### src/rtl/tcdm_read_streamer.sv
// Strided TCDM read initiator; returns read data as a valid/ready stream, with credit-based issue.
// Define TCDM_READ_STREAMER_PERF_EN to add the stall_cnt_o performance counter.
//
// state | meaning
// IDLE  | waiting for start_i
// RUN   | issuing requests (issued < len)
// DRAIN | all requests issued; waiting for responses and for the stream to empty
module tcdm_read_streamer #(
  parameter int unsigned NarrowDataWidth = 64,
  parameter int unsigned TCDMAddrWidth   = 12,
  parameter int unsigned LenWidth        = 16,
  parameter int unsigned FifoDepth       = 4
) (
  input  logic                         clk_i,
  input  logic                         rst_i,
  input  logic                         start_i,
  input  logic [TCDMAddrWidth-1:0]     base_addr_i,
  input  logic [TCDMAddrWidth-1:0]     stride_i,
  input  logic [LenWidth-1:0]          len_i,
  output logic                         busy_o,
  output logic                         done_o,
`ifdef TCDM_READ_STREAMER_PERF_EN
  output logic [31:0]                  stall_cnt_o,
`endif
  output logic [TCDMAddrWidth-1:0]     tcdm_req_addr_o,
  output logic                         tcdm_req_write_o,
  output logic [3:0]                   tcdm_req_amo_o,
  output logic [NarrowDataWidth-1:0]   tcdm_req_data_o,
  output logic [NarrowDataWidth/8-1:0] tcdm_req_strb_o,
  output logic                         tcdm_req_q_valid_o,
  input  logic                         tcdm_rsp_q_ready_i,
  input  logic                         tcdm_rsp_p_valid_i,
  input  logic [NarrowDataWidth-1:0]   tcdm_rsp_data_i,
  output logic [NarrowDataWidth-1:0]   data_o,
  output logic                         valid_o,
  input  logic                         ready_i
);

  localparam int unsigned OffW = $clog2(NarrowDataWidth/8);
  localparam int unsigned PtrW = $clog2(FifoDepth);
  localparam int unsigned CntW = PtrW + 1;
  localparam logic [CntW:0] DepthC = FifoDepth[CntW:0];

  typedef enum logic [1:0] {IDLE, RUN, DRAIN} state_e;

  state_e                     state_q, state_d;
  logic [TCDMAddrWidth-1:0]   addr_q, addr_d;
  logic [TCDMAddrWidth-1:0]   stride_q, stride_d;
  logic [LenWidth-1:0]        len_q, len_d;
  logic [LenWidth-1:0]        issued_q, issued_d;
  logic [CntW-1:0]            out_q, out_d;
  logic [CntW-1:0]            cnt_q, cnt_d;
  logic [PtrW-1:0]            wptr_q, wptr_d;
  logic [PtrW-1:0]            rptr_q, rptr_d;
  logic                       done_q, done_d;
  logic [NarrowDataWidth-1:0] mem_q [FifoDepth];

  logic credit_ok, req_valid, grant, push, pop;

  // Outstanding requests plus buffered words never exceed the FIFO depth, so every response has a slot.
  assign credit_ok = ({1'b0, out_q} + {1'b0, cnt_q}) < DepthC;
  assign req_valid = (state_q == RUN) && (issued_q < len_q) && credit_ok;
  assign grant     = req_valid && tcdm_rsp_q_ready_i;
  assign push      = tcdm_rsp_p_valid_i && (out_q != '0);
  assign pop       = (cnt_q != '0) && ready_i;

  always_comb begin
    state_d  = state_q;
    addr_d   = addr_q;
    stride_d = stride_q;
    len_d    = len_q;
    issued_d = issued_q;
    done_d   = 1'b0;
    out_d    = out_q;
    cnt_d    = cnt_q;
    wptr_d   = wptr_q;
    rptr_d   = rptr_q;

    case (state_q)
      IDLE: begin
        if (start_i) begin
          if (len_i != '0) begin
            state_d  = RUN;
            addr_d   = base_addr_i;
            stride_d = stride_i;
            len_d    = len_i;
            issued_d = '0;
          end else begin
            done_d = 1'b1;
          end
        end
      end
      RUN: begin
        if (grant) begin
          addr_d   = addr_q + stride_q;
          issued_d = issued_q + LenWidth'(1);
          if (issued_d == len_q) state_d = DRAIN;
        end
      end
      DRAIN: begin
        if ((out_q == '0) && (cnt_q == '0)) begin
          state_d = IDLE;
          done_d  = 1'b1;
        end
      end
      default: state_d = IDLE;
    endcase

    case ({grant, push})
      2'b10:   out_d = out_q + CntW'(1);
      2'b01:   out_d = out_q - CntW'(1);
      default: out_d = out_q;
    endcase

    case ({push, pop})
      2'b10:   cnt_d = cnt_q + CntW'(1);
      2'b01:   cnt_d = cnt_q - CntW'(1);
      default: cnt_d = cnt_q;
    endcase

    if (push) wptr_d = wptr_q + PtrW'(1);
    if (pop)  rptr_d = rptr_q + PtrW'(1);
  end

  always_ff @(posedge clk_i) begin
    if (rst_i) begin
      state_q  <= IDLE;
      addr_q   <= '0;
      stride_q <= '0;
      len_q    <= '0;
      issued_q <= '0;
      out_q    <= '0;
      cnt_q    <= '0;
      wptr_q   <= '0;
      rptr_q   <= '0;
      done_q   <= 1'b0;
    end else begin
      state_q  <= state_d;
      addr_q   <= addr_d;
      stride_q <= stride_d;
      len_q    <= len_d;
      issued_q <= issued_d;
      out_q    <= out_d;
      cnt_q    <= cnt_d;
      wptr_q   <= wptr_d;
      rptr_q   <= rptr_d;
      done_q   <= done_d;
    end
  end

  always_ff @(posedge clk_i) begin
    if (push) mem_q[wptr_q] <= tcdm_rsp_data_i;
  end

`ifdef TCDM_READ_STREAMER_PERF_EN
  logic [31:0] stall_q, stall_d;
  logic        stall;

  assign stall = (req_valid && !tcdm_rsp_q_ready_i) ||
                 ((state_q == RUN) && (issued_q < len_q) && !credit_ok);

  always_comb begin
    stall_d = stall_q;
    if ((state_q == IDLE) && start_i)        stall_d = '0;
    else if (stall && (stall_q != '1))       stall_d = stall_q + 32'd1;
  end

  always_ff @(posedge clk_i) begin
    if (rst_i) stall_q <= '0;
    else       stall_q <= stall_d;
  end

  assign stall_cnt_o = stall_q;
`endif

  assign busy_o             = (state_q != IDLE);
  assign done_o             = done_q;
  assign tcdm_req_addr_o    = {addr_q[TCDMAddrWidth-1:OffW], {OffW{1'b0}}};
  assign tcdm_req_write_o   = 1'b0;
  assign tcdm_req_amo_o     = '0;
  assign tcdm_req_data_o    = '0;
  assign tcdm_req_strb_o    = '1;
  assign tcdm_req_q_valid_o = req_valid;
  assign valid_o            = (cnt_q != '0);
  assign data_o             = valid_o ? mem_q[rptr_q] : '0;

endmodule

### config.mk
export PLATFORM = sky130hd
export DESIGN_NAME = tcdm_read_streamer
export DESIGN_NICKNAME = d
export VERILOG_FILES = /design/src/rtl/tcdm_read_streamer.sv
export SDC_FILE = /design/constraint.sdc
export NUM_CORES = 1
export LEC_CHECK = 0
export ABC_AREA = 1
export BUFFER_PORTS_ARGS = -buffer_cell sky130_fd_sc_hd__buf_2
export CORE_UTILIZATION = 50
export CTS_CLUSTER_SIZE = 16
export DETAILED_ROUTE_END_ITERATION = 6
export PLACE_DENSITY = 0.73
export SLEW_MARGIN = 10
export SYNTH_ARGS = -nofsm -noshare
export SYNTH_HDL_FRONTEND = slang
export SYNTH_SLANG_ARGS = --single-unit
export TNS_END_PERCENT = 50
### constraint.sdc
create_clock -name clk_i -period 4.3 [get_ports clk_i]
set_input_delay 0.43 -clock clk_i [delete_from_list [all_inputs] [get_ports clk_i]]
set_output_delay 0.43 -clock clk_i [all_outputs]
set_load 0.05 [all_outputs]
==> run metrics, run 1 <==
top cell type's share of synthesized area=50.9%; CORE AREA=29600 µm²; Setup WS pre-CTS=roughly 1400 ps; Peak VDD IR=around 0.0006 V; crit-path most repeated cell=nor2_1; Worst setup SP type=flip-flop; die area=slightly above 30000 µm²; Crit-path slowest cell=buf_4; period utilization=80.5%; initial cell density of the core=50.9%; vias per inst=5.22; CTS root buffer=clkbuf_16; CP Max Fanout=86; maximum root-to-sink buffer count=3; fin. max-slew vios=0; Post-synth ARST share=0%; Yosys reg bits=327; Synth Warn #=0; Synth Flop Type=edfxtp_1; hold buffers post-CTS=0; Setup CP Type=flip-flop to output pin; Tot Pwr=0.0116 W; Power Density=682 nW/µm²; Reg-to-Reg Start=issued_q[0]; nets=1844; vias in the first global route=between 10000 and 15000; Area growth syn-to-layout=12.8%; largest net degree at the start of global routing=between 80 and 90; final WL=34000 µm; Lkg Pwr=between 6 and 7 nW; RSZ-0062 raised after global routing=no; cell taking the most area after synthesis=edfxtp_1; Critical Path RT=3870 ps; TritonCTS clock tree=built; H-tree Lvls=2; CTS resizes=0; CP endpoint kind=output pin; GP Congestion=around 0.88; Worst Min Path Start=tcdm_rsp_data_i[52]; RR Endpoint=out_q[2]; drt wl/cell=16.1 µm; Post-CTS Setup Bufs=0; Die X-Extent=176 µm; grt total ovfl=0; # setup viols final=0; layout cell share with drive strength beyond 1=16.2%; Commonest cells post-synth=nor2_1, edfxtp_1, o21ai_0; Arr. time, crit path=3030 ps; transition time of the tightest slew-check pin=1010 ps; most common cell in the netlist=nor2_1; DP Wirelength=21200 µm; Register-to-Register Setup Slack=1690 ps; Top Ports=267; fmax=0.289 GHz; Total Neg Setup Slack=0 ps; initial antenna violation count=9; Die Y-Extent=between 150 and 200 µm; Tmin final=3460 ps; # port buffers=roughly 190; R2R cell count=16; CTS buffer count=34; Worst slew margin=approximately a third; Cell Area, Synth=15100 µm²; Seq/Total Area, Yosys=60.3%; post-synthesis cell type count=41; Clk Latency, worst-skew pair=520 ps; Residual DRC=0; total number of vias=11000; Area contributors post-synth=edfxtp_1, dfxtp_1, nor2_1; Initial DRC Count=798; skew final=13.5 ps; synthesized instance count=1539; hold path depth=1; Multi-input gate area=5050 µm²; drt first pass iters=5; worst min path class=primary input to flip-flop; Detail Route Antenna Nets=0; Reg area=9110 µm²; crit path cell chain=buf_4, nor2_1, nor2_1, o21ai_0, a21oi_1, buf_2; CP peak stage delay=830 ps; Clk pin slew, worst setup/hold paths=60 ps; Total GRT Usage=~22%; Final WS setup=~840 ps; Min-Delay Endpoint=mem_q[0][52]; CTS sink cnt=327; # rows=63; global-route wire length before repair=roughly 54000 µm; number of synthesized flops with an enable pin=256; max_cap viols=0; fill count=2489; status=finished, final reports clean; Hold Violations, Final=0; Syn Area/Cell=9.81 µm²
-- power breakdown --
part	internal (W)	switching (W)	total (W)
Clock	0.00152	0.00117	0.00269
Sequential	0.00389	0.000223	0.00412
Combinational	0.00106	0.00374	0.00481
-- layout by cell type, fill, tap and decap left out, drive strengths merged, types with 2 or more instances in the layout --
cell        n
nor2      327
edfxtp    256
buf       198
o21ai     185
nand2     176
a21oi     141
inv        87
conb       80
dfxtp      71
nand3      62
clkbuf     39
ha         36
clkinv     16
nand4       8
nor3        7
xor2        5
nor4        4
or2         4
fa          3
o21a        2
a31oi       2
nand3b      2
clkinvlp    2
-- stage by stage --
stage | hold slack (ps) | cell area (µm²) | instances | util [%]
final | 126 | 17000 | 2110 | 57.5
after global routing | 119 | 17000 | 2110 | 57.5
after CTS | 106 | 17000 | 2109 | 57.4
after detailed placement | 451 | 16000 | 2049 | 54.0
after global placement | 441 | 16000 | 2049 | 54.0
after floorplan | 436 | 15400 | 1617 | -
-- metal layers --
layer,track usage (%),routed length (µm),up-vias
li1,-,-,5392
met1,27.6,14300,5173
met2,38.1,16600,352
met3,4.85,2170,80
met4,6.74,854,14
met5,0,73,-
-- cell type report --
cell class,instances,area share (%)
inverter,85,1.89
timing repair buffer,198,6.14
clock buffer,39,5.11
tap,390,2.87
sequential,327,53.5
multi-input combinational,1049,29.6
clock inverter,21,0.830
antenna,1,0.0147
-- worst max path at each step --
stage / endpoint / cells past startpoint / slack, ps / startpoint
after floorplan: mem_q[0][0] / 4 / 470 / out_q[0]
after global placement: data_o[3] / 6 / 1380 / flip-flop
after detailed placement: data_o[3] / 6 / 1400 / flip-flop
after CTS: data_o[3] / 6 / 840 / flip-flop
after global routing: data_o[3] / 6 / 610 / flip-flop
final: data_o[3] / 6 / 840 / flip-flop
-- sequential cells by signal, summed over array words and instances (netlist names), named ones only --
register,count
len_q,16
done_o,1
cnt_q,3
rptr_q,2
stride_q,12
out_q,3
addr_q,12
wptr_q,2
mem_q,256
issued_q,16
state_q,2
-- cell families after synthesis --
logic type	synth area share, %
AOI/OAI and AO/OA	11.2
other	0.0497
buffers and inverters	8.42
and+or+nand+nor	16.1
xor gates and xnor gates	0.497
adders and majority gates	3.38
DFF	60.3
-- critical path, delay by kind of cell, from the launching register on --
kind,cells,cell delay [ps]
flip-flops,1,630
AO/OA/AOI/OAI,2,450
AND/OR/NAND/NOR,2,220
buffers and inverters,2,1170
Power figures use the tool's default switching activity.
==> run 2: changes to the inputs <==
==> constraint.sdc (replaced) <==
create_clock -name clk_i -period 3.25 [get_ports clk_i]
set_input_delay 0.325 -clock clk_i [delete_from_list [all_inputs] [get_ports clk_i]]
set_output_delay 0.325 -clock clk_i [all_outputs]
set_load 0.05 [all_outputs]
==> run 2 against run 1 <==
Effect of this change:
- count of clock-buffer cells in the layout is 5 higher
- via count grew 1.1%
- register-to-register slack worse by 1000 ps
- critical path type unchanged
- critical endpoint is now data_o[30]
- largest power group unchanged
- highest routed layer unchanged
==> run metrics, run 2 (synthesis gave the netlist of run 1 again) <==
CTS root buffer=clkbuf_16; Tmin final=2690 ps; status=finished, final reports clean; Lkg Pwr=6.95 nW (+2.6%); Post-Layout Cell Count=2131 (+1.0%); CP peak stage delay=550 ps (-280 ps); Worst slew margin=40.2% (+7.4 points); Hold Violations, Final=0 (unchanged); H-tree Lvls=2 (unchanged); top flop regs=mem_q: 256 flops, issued_q: 16 flops, len_q: 16 flops; Initial DRC Count=703 (-12%); fmax=0.372 GHz; P_sw=0.00687 W (+34%); dpl cells=2062 (+0.63%); layout cell share with drive strength beyond 1=17.1% (+0.88 points); Worst Min Path Start=tcdm_rsp_data_i[44]; initial cell density of the core=50.9% (unchanged); grt total ovfl=0 (unchanged); Register-to-Register Setup Slack=640 ps (-1050 ps); nets=1860 (+0.87%); drt wl/cell=16.3 µm (+1.0%); Setup CP Type=flip-flop to output pin; Die X-Extent=176 µm (unchanged); TritonCTS clock tree=built; most frequent cells in the layout=nor2_1, edfxtp_1, buf_2; RSZ-0062 raised after global routing=no; Seq pwr share=33.8% (-1.6 points); global-route wire length before repair=54500 µm (+1.2%); max_cap viols=0 (unchanged); Clk pin slew, worst setup/hold paths=60 ps (about the same); Peak VDD IR=0.000616 V (+1.5%); Min-Delay Endpoint=mem_q[2][44]; worst min path class=primary input to flip-flop; CP Max Fanout=38 (-56%); crit path cell chain=buf_4, nor2_1, nor2_1, o21ai_0, a21oi_1, buf_2; Power Density=921 nW/µm² (+35%); Area growth syn-to-layout=15.2%; CTS resizes=0 (unchanged); crit-path most repeated cell=nor2_1; fill count=2495 (+0.24%); final WL=34700 µm (+2.0%); DP Wirelength=21900 µm (+3.4%); RR Endpoint=out_q[2]; Crit-path slowest cell=dfxtp_4; Detail Route Antenna Nets=0 (unchanged); Tot Pwr=0.0160 W (+38%); CORE AREA=29600 µm² (unchanged); # port buffers=186 (unchanged); total number of vias=11100 (+1.1%); Arr. time, crit path=2370 ps (-660 ps); Reg-to-Reg Start=len_q[14]; Residual DRC=0 (unchanged); CTS sink cnt=327 (unchanged); hold path depth=1 (unchanged); Total GRT Usage=22.4% (+0.26 points); most common cell after layout, fill and taps aside=nor2_1; sw frac=42.9% (-1.3 points); largest net degree at the start of global routing=71 (-18%); vias per inst=5.22 (about the same); Worst setup SP type=flip-flop; period utilization=82.8%; GP Congestion=0.911 (+3.6%); # rows=63 (unchanged); initial antenna violation count=8 (-1); Clk network pwr share=25.4% (+2.2 points); maximum root-to-sink buffer count=3 (unchanged); CP endpoint kind=output pin; # setup viols final=0 (unchanged); Critical Path RT=2920 ps (-950 ps); internal power=0.00915 W (+41%); die area=30900 µm² (unchanged); Comb pwr share=40.8% (-0.6 points); CTS buffer count=35 (+2.9%); transition time of the tightest slew-check pin=896 ps (-111 ps); R2R cell count=15 (-1); max FFs per register=256 (unchanged); Die Y-Extent=176 µm (unchanged); vias in the first global route=10800 (+2.3%); Top Ports=267 (unchanged); Clk Latency, worst-skew pair=520 ps (about the same); fin. max-slew vios=0 (unchanged); drt first pass iters=6 (+1); skew final=24.7 ps (+11.3 ps); Most flops, register=mem_q
run 2: changes by cell type in the layout (fill, tap and decap cells not counted), moves of 2 or more:
cell,delta
buf_4,+8
clkbuf_8,+2
clkinv_2,-2
diode_2,+4
clkbuf_16,+2
clkinv_1,-4
bufinv_16,+4
dlygate4sd3_1,+2
buf_12,+5
run 2: stage by stage:
stage          TNS (ps)  util [%]  hold WS (ps)  area, µm²  setup slack, ps
5_1_grt               0      58.7          1.40      17400              392
3_3_place_gp          0      54.6           444      16200              745
4_1_cts               0      58.6         0.371      17400              508
2_1_floorplan   -149510         -           424      15400             -584
6_report              0      58.7          16.0      17400              560
3_5_place_dp          0      54.6           455      16200              673
run 2: worst max-delay path, delay by kind of cell (launching register included):
kind	cells	cell delay [ps]
buffers and inverters	2	750
flip-flops	1	550
AO/OA/AOI/OAI	2	360
AND/OR/NAND/NOR	2	190
run 2: power by group through the flow:
stage	combinational [W]	sequential (W)	clock, W
2_1_floorplan	0.00499	0.00545	0
3_3_place_gp	0.00645	0.00548	0
4_1_cts	0.00657	0.00542	0.00414
5_1_grt	0.00708	0.00547	0.00430
6_report	0.00653	0.00541	0.00407
3_5_place_dp	0.00653	0.00550	0
run 2: routing by layer:
metal  vias up  track usage, %  part of all wire, %
met5         -               0                 0.12
met4         6            8.26                  2.7
met3        75            5.28                  7.1
met2       384            39.0                   50
met1      5245            26.7                   40
li1       5419               -                    -
run 2: worst max path at each step:
stage / start / to / slack [ps] / cells after the start
6_report: flip-flop / data_o[30] / 560 / 6
3_3_place_gp: len_q[14] / out_q[2] / 750 / 15
4_1_cts: flip-flop / data_o[30] / 510 / 6
5_1_grt: len_q[14] / out_q[2] / 390 / 15
3_5_place_dp: len_q[14] / out_q[2] / 670 / 15
2_1_floorplan: out_q[0] / mem_q[0][0] / -580 / 4
run 2: cell type report:
type / count / area [µm²] / area share (%)
clock buffer: 44 / 951 / 5.47
clock inverter: 18 / 230 / 1.32
timing repair buffer: 213 / 1230 / 7.05
inverter: 85 / 322 / 1.85
sequential: 327 / 9110 / 52.4
multi-input combinational: 1049 / 5050 / 29.0
tap: 390 / 488 / 2.81
antenna: 5 / 12.5 / 0.0720
run 2: repair_timing:
| item | in CTS | in global routing |
|---|---|---|
| hold endpoints to repair | 8 | 0 |
| buffers inserted | 0 | 0 |
| setup endpoints to repair | 0 | 0 |
| hold buffers | 2 | 0 |
==> run 3: changes to the inputs <==
==> constraint.sdc (replaced) <==
create_clock -name clk_i -period 2.5 [get_ports clk_i]
set_input_delay 0.25 -clock clk_i [delete_from_list [all_inputs] [get_ports clk_i]]
set_output_delay 0.25 -clock clk_i [all_outputs]
set_load 0.05 [all_outputs]
==> run 3 against run 2 <==
Effect of this change:
- sequential share of layout area fell by 2.9 points
- worst setup slack got worse by 450 ps
- total power rose by 33%
- non-clock buffer count rose by 86
- critical endpoint is now data_o[1]
- largest cell class unchanged
==> run metrics, run 3 (synthesis gave the netlist of run 1 again) <==
# rows=63 (unchanged); DP Wirelength=21800 µm (-0.29%); Setup CP Type=flip-flop to output pin; CTS root buffer=clkbuf_16; RR Endpoint=out_q[2]; max FFs per register=256 (unchanged); crit-path most repeated cell=nor2_1; initial antenna violation count=3 (-5); Initial DRC Count=656 (-6.7%); Die X-Extent=176 µm (unchanged); # port buffers=186 (unchanged); max_cap viols=0 (unchanged); CORE AREA=29600 µm² (unchanged); Min-Delay Endpoint=len_q[0]; most common cell after layout, fill and taps aside=nor2_1; grt total ovfl=0 (unchanged); Worst setup SP type=flip-flop; Setup WS pre-CTS=48.8 ps (-624 ps); Reg-to-Reg Start=len_q[15]; fin. max-slew vios=0 (unchanged); CTS buffer count=36 (+2.9%); fill count=2343 (-6.1%); worst min path class=primary input to flip-flop; layout cell share with drive strength beyond 1=18.0% (+0.86 points); TritonCTS clock tree=built; period utilization=95.6%; Residual DRC=0 (unchanged); drt first pass iters=5 (-1); R2R cell count=15 (unchanged); Clk Latency, worst-skew pair=520 ps (about the same); # setup viols final=0 (unchanged); Most flops, register=mem_q; Final WS setup=109 ps (-451 ps); status=finished, final reports clean; Lkg Pwr=7.38 nW (+6.2%); Detail Route Antenna Nets=0 (unchanged); Peak VDD IR=0.000868 V (+41%); CP Max Fanout=54 (+42%); final WL=36200 µm (+4.4%); Worst slew margin=56.5% (+16 points); most frequent cells in the layout=nor2_1, edfxtp_1, buf_2; Crit-path slowest cell=dfxtp_4; GP Congestion=0.887 (-2.7%); H-tree Lvls=2 (unchanged); global-route wire length before repair=57100 µm (+4.7%); largest net degree at the start of global routing=65 (-8.5%); Arr. time, crit path=2140 ps (-230 ps); nets=1947 (+4.7%); vias in the first global route=11500 (+5.9%); drt wl/cell=16.3 µm (+0.30%); Top Family by Delay on Critical Path=buffers and inverters; Tmin final=2390 ps; Hold Violations, Final=0 (unchanged); initial cell density of the core=50.9% (unchanged); CTS sink cnt=327 (unchanged); total number of vias=11700 (+4.7%); Top Ports=267 (unchanged); Hold Slack=13.9 ps (-2.12 ps); vias per inst=5.25 (+0.59%); Register-to-Register Setup Slack=170 ps (-470 ps); Clk pin slew, worst setup/hold paths=60 ps (about the same); Worst Min Path Start=len_i[0]; skew final=16.2 ps (-8.53 ps); CP peak stage delay=490 ps (-60 ps); Power Density=1160 nW/µm² (+26%); Critical Path RT=2250 ps (-670 ps); die area=30900 µm² (unchanged); hold path depth=3 (+2); Area growth syn-to-layout=21.8%; transition time of the tightest slew-check pin=653 ps (-244 ps); crit path cell chain=buf_16, nor2_1, nor2_1, o21ai_0, a21oi_1, clkbuf_4; Total GRT Usage=23.4% (+1.0 points); Die Y-Extent=176 µm (unchanged); top flop regs=mem_q: 256 flops, issued_q: 16 flops, len_q: 16 flops; CP endpoint kind=output pin; fmax=0.418 GHz; maximum root-to-sink buffer count=3 (unchanged); CP bufs+invs=2 (unchanged)
run 3: cell count changes in the layout (fill, tap and decap cells not counted), sizes merged:
cell and delta:
dlygate4sd3 +71, buf +13, clkinv +2, clkinvlp +2, diode -2, clkbuf +1
run 3: cell type report:
class | instances | area (µm²) | area share, %
Inverter | 85 | 324 | 1.76
Sequential cell | 327 | 9110 | 49.5
Clock inverter | 22 | 280 | 1.52
Multi-Input combinational cell | 1049 | 5090 | 27.7
Tap cell | 390 | 488 | 2.65
Clock buffer | 43 | 947 | 5.15
Timing Repair Buffer | 299 | 2150 | 11.7
Antenna cell | 3 | 7.51 | 0.0408
run 3: power by group:
| group | switching, W | internal [W] |
|---|---|---|
| Clock | 0.00215 | 0.00326 |
| Combinational | 0.00666 | 0.00221 |
| Sequential | 0.000336 | 0.00669 |
| Total | 0.00915 | 0.0122 |
run 3: worst max path at each step:
stage                    from          end  slack [ps]  depth (start not counted)
CTS                 flip-flop    data_o[1]          20                          6
global route        flip-flop    data_o[1]          -3                          6
floorplan            out_q[0]  mem_q[0][0]        -310                          4
detailed placement  len_q[14]     out_q[2]          50                         15
finish              flip-flop    data_o[1]         110                          6
global placement    len_q[14]     out_q[2]          70                         15
run 3: routing by layer:
layer	GRT usage [%]	vias to the layer above	part of all wire [%]
met5	0	-	0
li1	-	5610	-
met2	40.9	438	49
met4	9.28	0	2.7
met3	4.50	69	6.7
met1	28.3	5535	41
run 3: tightest hold or removal path, cell delays in order:
cell and delay [ps]:
buf_2 90, o21ai_0 80, nor2_1 80
run 3: through the flow:
step                      instance area [µm²]  instances  setup TNS [ps]  util [%]  total power, W
after floorplan                         15400       1617          -78180         -          0.0136
after global placement                  16400       2076               0      55.2          0.0156
after detailed placement                16400       2076               0      55.2          0.0158
after CTS                               18300       2214               0      61.8          0.0213
after global routing                    18400       2218           -3.62      62.1          0.0224
final                                   18400       2218               0      62.1          0.0213
run 3: repair_timing:
| item | CTS | global route |
|---|---|---|
| setup buffers | 0 | 1 |
| gates resized for setup | 0 | 18 |
| hold endpoints to repair | 265 | 0 |
| hold buffers | 73 | 0 |
| setup endpoints to repair | 0 | 27 |
